===== src/rtl/regfile_dump_scanner_pkg.sv =====
// Shared definitions for the register dump scanner: FSM state encodings,
// default frame header byte and frame length constants for both frame formats.
package regfile_dump_scanner_pkg;

  typedef enum logic [2:0] {
    ST_IDLE = 3'd0,
    ST_HDR  = 3'd1,
    ST_PCB  = 3'd2,
    ST_SEL  = 3'd3,
    ST_BYTE = 3'd4,
    ST_CSUM = 3'd5,
    ST_FIN  = 3'd6
  } dump_state_e;

  localparam logic [7:0] DEFAULT_HEADER_BYTE = 8'hA5;
  localparam int FRAME_BYTES_BASE = 130;
  localparam int FRAME_BYTES_PC   = 134;

  // Header + optional PC word + 4 bytes per register + checksum.
  function automatic int frame_bytes(input int num_regs, input bit pc_en);
    return 2 + 4 * num_regs + (pc_en ? 4 : 0);
  endfunction

endpackage


===== src/rtl/regfile_dump_scanner_byte_shifter.sv =====
// Byte serialiser: loads a word plus a byte count and presents the MSB byte;
// each shift moves the next byte up. Carries header, PC, register and checksum bytes.
module dump_byte_shifter (
  input  logic        clk,
  input  logic        rstn,
  input  logic        load,
  input  logic [31:0] load_word,
  input  logic [1:0]  load_len,
  input  logic        shift,
  output logic [7:0]  byte_out,
  output logic        last
);

  logic [31:0] word_q, word_d;
  logic [1:0]  rem_q, rem_d;

  // Next word/remaining-count selection; load takes priority over shift.
  always_comb begin
    word_d = word_q;
    rem_d  = rem_q;
    if (load) begin
      word_d = load_word;
      rem_d  = load_len;
    end else if (shift) begin
      word_d = {word_q[23:0], 8'h00};
      rem_d  = rem_q - 2'd1;
    end else begin
      word_d = word_q;
      rem_d  = rem_q;
    end
  end

  // Word and remaining-byte registers.
  always_ff @(posedge clk or negedge rstn) begin
    if (!rstn) begin
      word_q <= 32'h0000_0000;
      rem_q  <= 2'd0;
    end else begin
      word_q <= word_d;
      rem_q  <= rem_d;
    end
  end

  assign byte_out = word_q[31:24];
  assign last     = (rem_q == 2'd0);

endmodule


===== src/rtl/regfile_dump_scanner.sv =====
// Steps reg_sel through x0..x(NUM_REGS-1), captures reg_data and streams a framed,
// XOR-checksummed byte dump over valid/ready. Macro DUMP_PC_HEADER_EN adds the PC word.
module regfile_dump_scanner
  import regfile_dump_scanner_pkg::*;
#(
  parameter int         NUM_REGS      = 32,
  parameter int         SETTLE_CYCLES = 1,
  parameter logic [7:0] HEADER_BYTE   = DEFAULT_HEADER_BYTE
) (
  input  logic        clk,
  input  logic        rstn,
  input  logic        start,
  output logic [4:0]  reg_sel,
  input  logic [31:0] reg_data,
  input  logic [31:0] pc_in,
  output logic [7:0]  tx_data,
  output logic        tx_valid,
  input  logic        tx_ready,
  output logic        busy,
  output logic        done
);

  localparam logic [5:0] LAST_IDX    = 6'(NUM_REGS - 1);
  localparam logic [3:0] SETTLE_LAST = 4'(SETTLE_CYCLES - 1);

  dump_state_e state_q, state_d;
  logic [5:0]  idx_q, idx_d;
  logic [3:0]  settle_q, settle_d;
  logic [7:0]  csum_q, csum_d;
  logic [4:0]  reg_sel_q, reg_sel_d;
  logic        tx_valid_q, tx_valid_d;
  logic        busy_q, busy_d;
  logic        done_q, done_d;

  logic        sh_load_s, sh_shift_s, sh_last_s;
  logic [31:0] sh_word_s;
  logic [1:0]  sh_len_s;
  logic [7:0]  sh_byte_s;
  logic        xfer_s;

`ifdef DUMP_PC_HEADER_EN
  logic [31:0] pc_q, pc_d;
`else
  logic        unused_pc_s;
  assign unused_pc_s = ^pc_in;
`endif

  assign xfer_s = tx_valid_q && tx_ready;

  // Frame sequencing: next state, index/settle counters, checksum and output flags.
  always_comb begin
    state_d    = state_q;
    idx_d      = idx_q;
    settle_d   = settle_q;
    csum_d     = csum_q;
    reg_sel_d  = reg_sel_q;
    tx_valid_d = tx_valid_q;
    busy_d     = busy_q;
    done_d     = 1'b0;
    sh_load_s  = 1'b0;
    sh_shift_s = 1'b0;
    sh_word_s  = 32'h0000_0000;
    sh_len_s   = 2'd0;
`ifdef DUMP_PC_HEADER_EN
    pc_d       = pc_q;
`endif
    case (state_q)
      ST_IDLE: begin
        reg_sel_d = 5'd0;
        if (start) begin
          state_d    = ST_HDR;
          busy_d     = 1'b1;
          csum_d     = 8'h00;
          tx_valid_d = 1'b1;
          sh_load_s  = 1'b1;
          sh_word_s  = {HEADER_BYTE, 24'h00_0000};
`ifdef DUMP_PC_HEADER_EN
          pc_d       = pc_in;
`endif
        end else begin
          state_d = ST_IDLE;
        end
      end
      ST_HDR: begin
        if (xfer_s) begin
`ifdef DUMP_PC_HEADER_EN
          state_d   = ST_PCB;
          sh_load_s = 1'b1;
          sh_word_s = pc_q;
          sh_len_s  = 2'd3;
`else
          state_d    = ST_SEL;
          tx_valid_d = 1'b0;
          idx_d      = 6'd0;
          reg_sel_d  = 5'd0;
          settle_d   = 4'd0;
`endif
        end else begin
          state_d = ST_HDR;
        end
      end
      ST_PCB: begin
        if (xfer_s) begin
          csum_d = csum_q ^ sh_byte_s;
          if (sh_last_s) begin
            state_d    = ST_SEL;
            tx_valid_d = 1'b0;
            idx_d      = 6'd0;
            reg_sel_d  = 5'd0;
            settle_d   = 4'd0;
          end else begin
            sh_shift_s = 1'b1;
          end
        end else begin
          state_d = ST_PCB;
        end
      end
      ST_SEL: begin
        // reg_sel has been stable for the whole settle window when this fires.
        if (settle_q == SETTLE_LAST) begin
          state_d    = ST_BYTE;
          tx_valid_d = 1'b1;
          sh_load_s  = 1'b1;
          sh_word_s  = reg_data;
          sh_len_s   = 2'd3;
        end else begin
          settle_d = settle_q + 4'd1;
        end
      end
      ST_BYTE: begin
        if (xfer_s) begin
          csum_d = csum_q ^ sh_byte_s;
          if (!sh_last_s) begin
            sh_shift_s = 1'b1;
          end else if (idx_q == LAST_IDX) begin
            state_d   = ST_CSUM;
            sh_load_s = 1'b1;
            sh_word_s = {csum_d, 24'h00_0000};
          end else begin
            state_d    = ST_SEL;
            tx_valid_d = 1'b0;
            idx_d      = idx_q + 6'd1;
            reg_sel_d  = 5'(idx_q + 6'd1);
            settle_d   = 4'd0;
          end
        end else begin
          state_d = ST_BYTE;
        end
      end
      ST_CSUM: begin
        if (xfer_s) begin
          state_d    = ST_FIN;
          tx_valid_d = 1'b0;
          busy_d     = 1'b0;
          done_d     = 1'b1;
          reg_sel_d  = 5'd0;
        end else begin
          state_d = ST_CSUM;
        end
      end
      ST_FIN: begin
        state_d = ST_IDLE;
      end
      default: begin
        state_d    = ST_IDLE;
        tx_valid_d = 1'b0;
        busy_d     = 1'b0;
        reg_sel_d  = 5'd0;
      end
    endcase
  end

  // FSM and registered outputs.
  always_ff @(posedge clk or negedge rstn) begin
    if (!rstn) begin
      state_q    <= ST_IDLE;
      idx_q      <= 6'd0;
      settle_q   <= 4'd0;
      csum_q     <= 8'h00;
      reg_sel_q  <= 5'd0;
      tx_valid_q <= 1'b0;
      busy_q     <= 1'b0;
      done_q     <= 1'b0;
`ifdef DUMP_PC_HEADER_EN
      pc_q       <= 32'h0000_0000;
`endif
    end else begin
      state_q    <= state_d;
      idx_q      <= idx_d;
      settle_q   <= settle_d;
      csum_q     <= csum_d;
      reg_sel_q  <= reg_sel_d;
      tx_valid_q <= tx_valid_d;
      busy_q     <= busy_d;
      done_q     <= done_d;
`ifdef DUMP_PC_HEADER_EN
      pc_q       <= pc_d;
`endif
    end
  end

  dump_byte_shifter u_shifter (
    .clk       (clk),
    .rstn      (rstn),
    .load      (sh_load_s),
    .load_word (sh_word_s),
    .load_len  (sh_len_s),
    .shift     (sh_shift_s),
    .byte_out  (sh_byte_s),
    .last      (sh_last_s)
  );

  assign reg_sel  = reg_sel_q;
  assign tx_data  = sh_byte_s;
  assign tx_valid = tx_valid_q;
  assign busy     = busy_q;
  assign done     = done_q;

endmodule


===== config.mk =====
export PLATFORM = sky130hd
export DESIGN_NAME = regfile_dump_scanner
export DESIGN_NICKNAME = d
export VERILOG_FILES = /design/src/rtl/regfile_dump_scanner_pkg.sv /design/src/rtl/regfile_dump_scanner_byte_shifter.sv /design/src/rtl/regfile_dump_scanner.sv
export SDC_FILE = /design/constraint.sdc
export NUM_CORES = 1
export LEC_CHECK = 0
export BUFFER_PORTS_ARGS = -buffer_cell sky130_fd_sc_hd__buf_2
export CAP_MARGIN = 15
export CORE_ASPECT_RATIO = 1.75
export CORE_MARGIN = 4
export CORE_UTILIZATION = 54
export DETAILED_ROUTE_END_ITERATION = 8
export PLACE_DENSITY = 0.82
export REMOVE_ABC_BUFFERS = 1
export SYNTH_ARGS = -nofsm -noshare
export SYNTH_HDL_FRONTEND = slang
export SYNTH_SLANG_ARGS = --single-unit
export TNS_END_PERCENT = 30

===== constraint.sdc =====
create_clock -name clk -period 2.3 [get_ports clk]
set_input_delay 0.23 -clock clk [delete_from_list [all_inputs] [get_ports clk]]
set_output_delay 0.23 -clock clk [all_outputs]
set_load 0.05 [all_outputs]

==> results.md <==
- Pre-CTS setup slack: about 150 ps
- Register area: about 0.0016 mm2
- Startpoint types: flip-flop
- Worst Skew: between 4 and 5 ps
- VDD IR max: slightly above 0.4 mV
- Synth async-reset ratio: 100%
- Reg2reg path depth: 8
- Final slew viol count: 0
- Net Switching: ~0.00043 W
- Sw Share: 20.9%
- Max FO, Critical Path: 17
- Die H: roughly 110 um
- Min Tclk post-route: between 2000 and 2500 ps
- Footprint of the multi-input gates: roughly 0.0017 mm2
- Setup TNS: 0 ps
- Port bufs: slightly above 50
- Final Setup Violations: 0
- Syn Area/Cell: slightly below 10 um2
- Setup Buffers After CTS: 0
- Fillers: ~530
- Post-DP HPWL: approximately 5.5 mm
- Clock Tree Root: clkbuf_8
- Syn. warnings: 0
- Proportion of layout cells with a drive suffix above 1: 22.5%
- First-pass GRT wire length: between 10 and 15 mm
- Initial antenna violation count: 0
- Initial core utilization: between 50% and 60%
- Global placement routability congestion: about 0.84
- Comb power frac: 2.6%
- DRC viols: 0
- Die area: approximately 0.0078 mm2
- CTS Hold Buffers Added: 0
- R2R Setup Slk: 130 ps
- Worst reg2reg endpoint: u_shifter.rem_q[1]
- Final #Nets: 477
- GR Util met2: 37.4%
- Largest net degree at the start of global routing: 64
- Synth Register Bits: 63
- Setup WS post-layout: 135 ps
- Total number of vias: 2906
- Worst EP arrival: ~2400 ps
- Sequential cell area fraction in the yosys report: between 40% and 50%
- Ant diodes: 0
- RSZ-0062 raised after global routing: no
- Initial detailed-routing violation count: between 150 and 200
- Grt total ovfl: 0
- Die Width: 68.3 um
- Synth Cell Area: approximately 0.0034 mm2
- F_max: between 400 and 500 MHz
- Later-pin clock latency in the skew report: about 350 ps
- Rows: 38
- Final core area utilization: 64.4%
- Resized cells post-CTS: 0
- CP Cell Sequence: inv_1 > ha_1 > nor3b_1 > buf_4 > o221a_2 > nand2_1 > nand3_2 > o2111a_1
- Maximum buffer depth of the clock tree: 2
- WHS: 47.9 ps
- Hold WC Path Type: primary input to async pin
- LEAKAGE: between 2 and 2.5 nW
- Slowest stage delay, CP: approximately 400 ps
- WL final: approximately 8 mm
- Slowest CP cell: dfrtp_1
- Vias in the first global route: ~2.9k
- Worst reg2reg startpoint: settle_q[0]
- # H-tree levels: 3
- Antenna-violating nets left: 0
- GRT Overall Usage: between 20 and 25%
- Wire length per cell: between 15 and 20 um
- Total core area: a little over 0.006 mm2
- Synth cell types: 53
- Max_slew headroom: 48.0%
- Busiest grt layer: met2
- EDFF count, synth: 0
- GR Layer Usage met1: between 20% and 30%
- Crit path capture type: flip-flop
- Clock tree sinks: 63
- Clock power frac: roughly 44%
- Drt via density: about 6
- Worst-path clk slew: about 60 ps
- # IOs: 84
- Layout Area Growth over Synthesis: 15.8%
- Syn Inst Count: approximately 350
- CP required: ~2500 ps
- Int Pwr: 0.00163 W
- Max Cap Violations: 0
- Pwr Density: 517 mW/mm2
- Synth Flop Type: dfrtp_1
- Drt first pass iters: 4
- Sequential share of power: approximately 54%
- Worst-Margin Slew: just under 800 ps
- Status: completed
- Ratio of final minimum period to clock period: between 90 and 100%
- Setup CP Type: flip-flop to flip-flop
- Grt met3 use: 5.22%
- Final Hold Fails: 0
- Inserted Clock Buffers: 9
- CTS tree: done
[cell usage after synthesis, drive strengths merged, types with 8 or more instances]
library cell | number | area (um2)
buf | 20 | 129
a22o | 21 | 184
xor2 | 10 | 87.6
dfrtp | 63 | 1580
a21oi | 10 | 50.1
nand2 | 41 | 154
o211ai | 20 | 150
o21ai | 32 | 160
nor2b | 10 | 62.6
clkbuf | 10 | 37.5
a2bb2oi | 16 | 140
mux2i | 8 | 80.1
a22oi | 8 | 60.1
nor2 | 14 | 52.6
[power by group through the flow]
stage	Sequential, W	Combinational (W)	Clock, W
global route	0.00111	0.0000625	0.000968
global placement	0.00113	0.0000546	0
CTS	0.00111	0.0000553	0.000925
finish	0.00111	0.0000532	0.000896
detailed placement	0.00113	0.0000550	0
floorplan	0.00113	0.00000138	0
[registers in the layout, summed over array words and instances, names as in the netlist]
register and cells:
idx_q 6, u_shifter.rem_q 2, csum_q 8, u_shifter.word_q 32, state_q 3, tx_valid 1, settle_q 4, reg_sel 5
done 1, busy 1
[area by class of cell]
class / count / area share [%]
clock buffers: 14 / 4.59
inverters: 5 / 0.472
multi-input cells: 254 / 42.1
flip-flops and latches: 63 / 39.6
well taps: 80 / 2.52
repair buffers: 72 / 10.7
[logic make-up (layout without fill, tap and decap cells)]
group                    count (synthesis)  count (layout)  share of synthesized area (%)
AO/OA/AOI/OAI                          124             124                           25.7
XOR/XNOR                                12              12                           3.06
adder cells (fa/ha/maj)                  4               4                           1.46
buffers and inverters                   35              91                           5.39
flip-flops                              63              63                           45.9
multiplexers                             8               8                           2.33
AND/OR/NAND/NOR                        106             106                           16.2
[worst max-delay path: cells and delay by family (launching register included)]
kind | cells | cell delay (ps)
compound gates | 2 | 660
fa+ha+maj | 1 | 190
buf+inv | 2 | 220
flops | 1 | 410
simple gates | 3 | 580
[worst max-delay path by stage]
stage | endpoint | from
after floorplan | u_shifter.rem_q[1] | state_q[2]
after global placement | u_shifter.rem_q[1] | settle_q[0]
after detailed placement | u_shifter.rem_q[0] | settle_q[0]
after CTS | u_shifter.rem_q[1] | settle_q[0]
after global routing | u_shifter.rem_q[1] | state_q[1]
final | u_shifter.rem_q[1] | settle_q[0]
[metrics by stage]
| stage | area, um2 | total power [W] | instances |
|---|---|---|---|
| final | 3980 | 0.00206 | 488 |
| after global routing | 3980 | 0.00214 | 488 |
| after CTS | 3980 | 0.00209 | 488 |
| after detailed placement | 3790 | 0.00118 | 474 |
| after global placement | 3790 | 0.00118 | 474 |
| after floorplan | 3270 | 0.00113 | 322 |
[layer usage]
metal / routed length [um] / vias to the layer above
li1: - / 1394
met1: 3150 / 1432
met2: 4140 / 68
met3: 350 / 12
met4: 182 / 0
met5: 0 / -
[cells in the final DEF, fill, tap and decap left out, types with 3 or more instances in the layout]
cell type / instances
nor3_1: 4
a2bb2oi_1: 16
nor2_1: 14
nand3_1: 3
and2_1: 5
ha_1: 4
a22o_1: 21
mux2i_1: 8
nand2_1: 41
nand2b_1: 6
inv_1: 5
o211ai_1: 20
xor2_1: 10
a21oi_1: 10
buf_2: 51
clkbuf_8: 13
nor2b_1: 10
o21ai_0: 32
buf_4: 20
dfrtp_1: 63
and3_1: 5
a22oi_1: 8
Power figures use the tool's default switching activity.
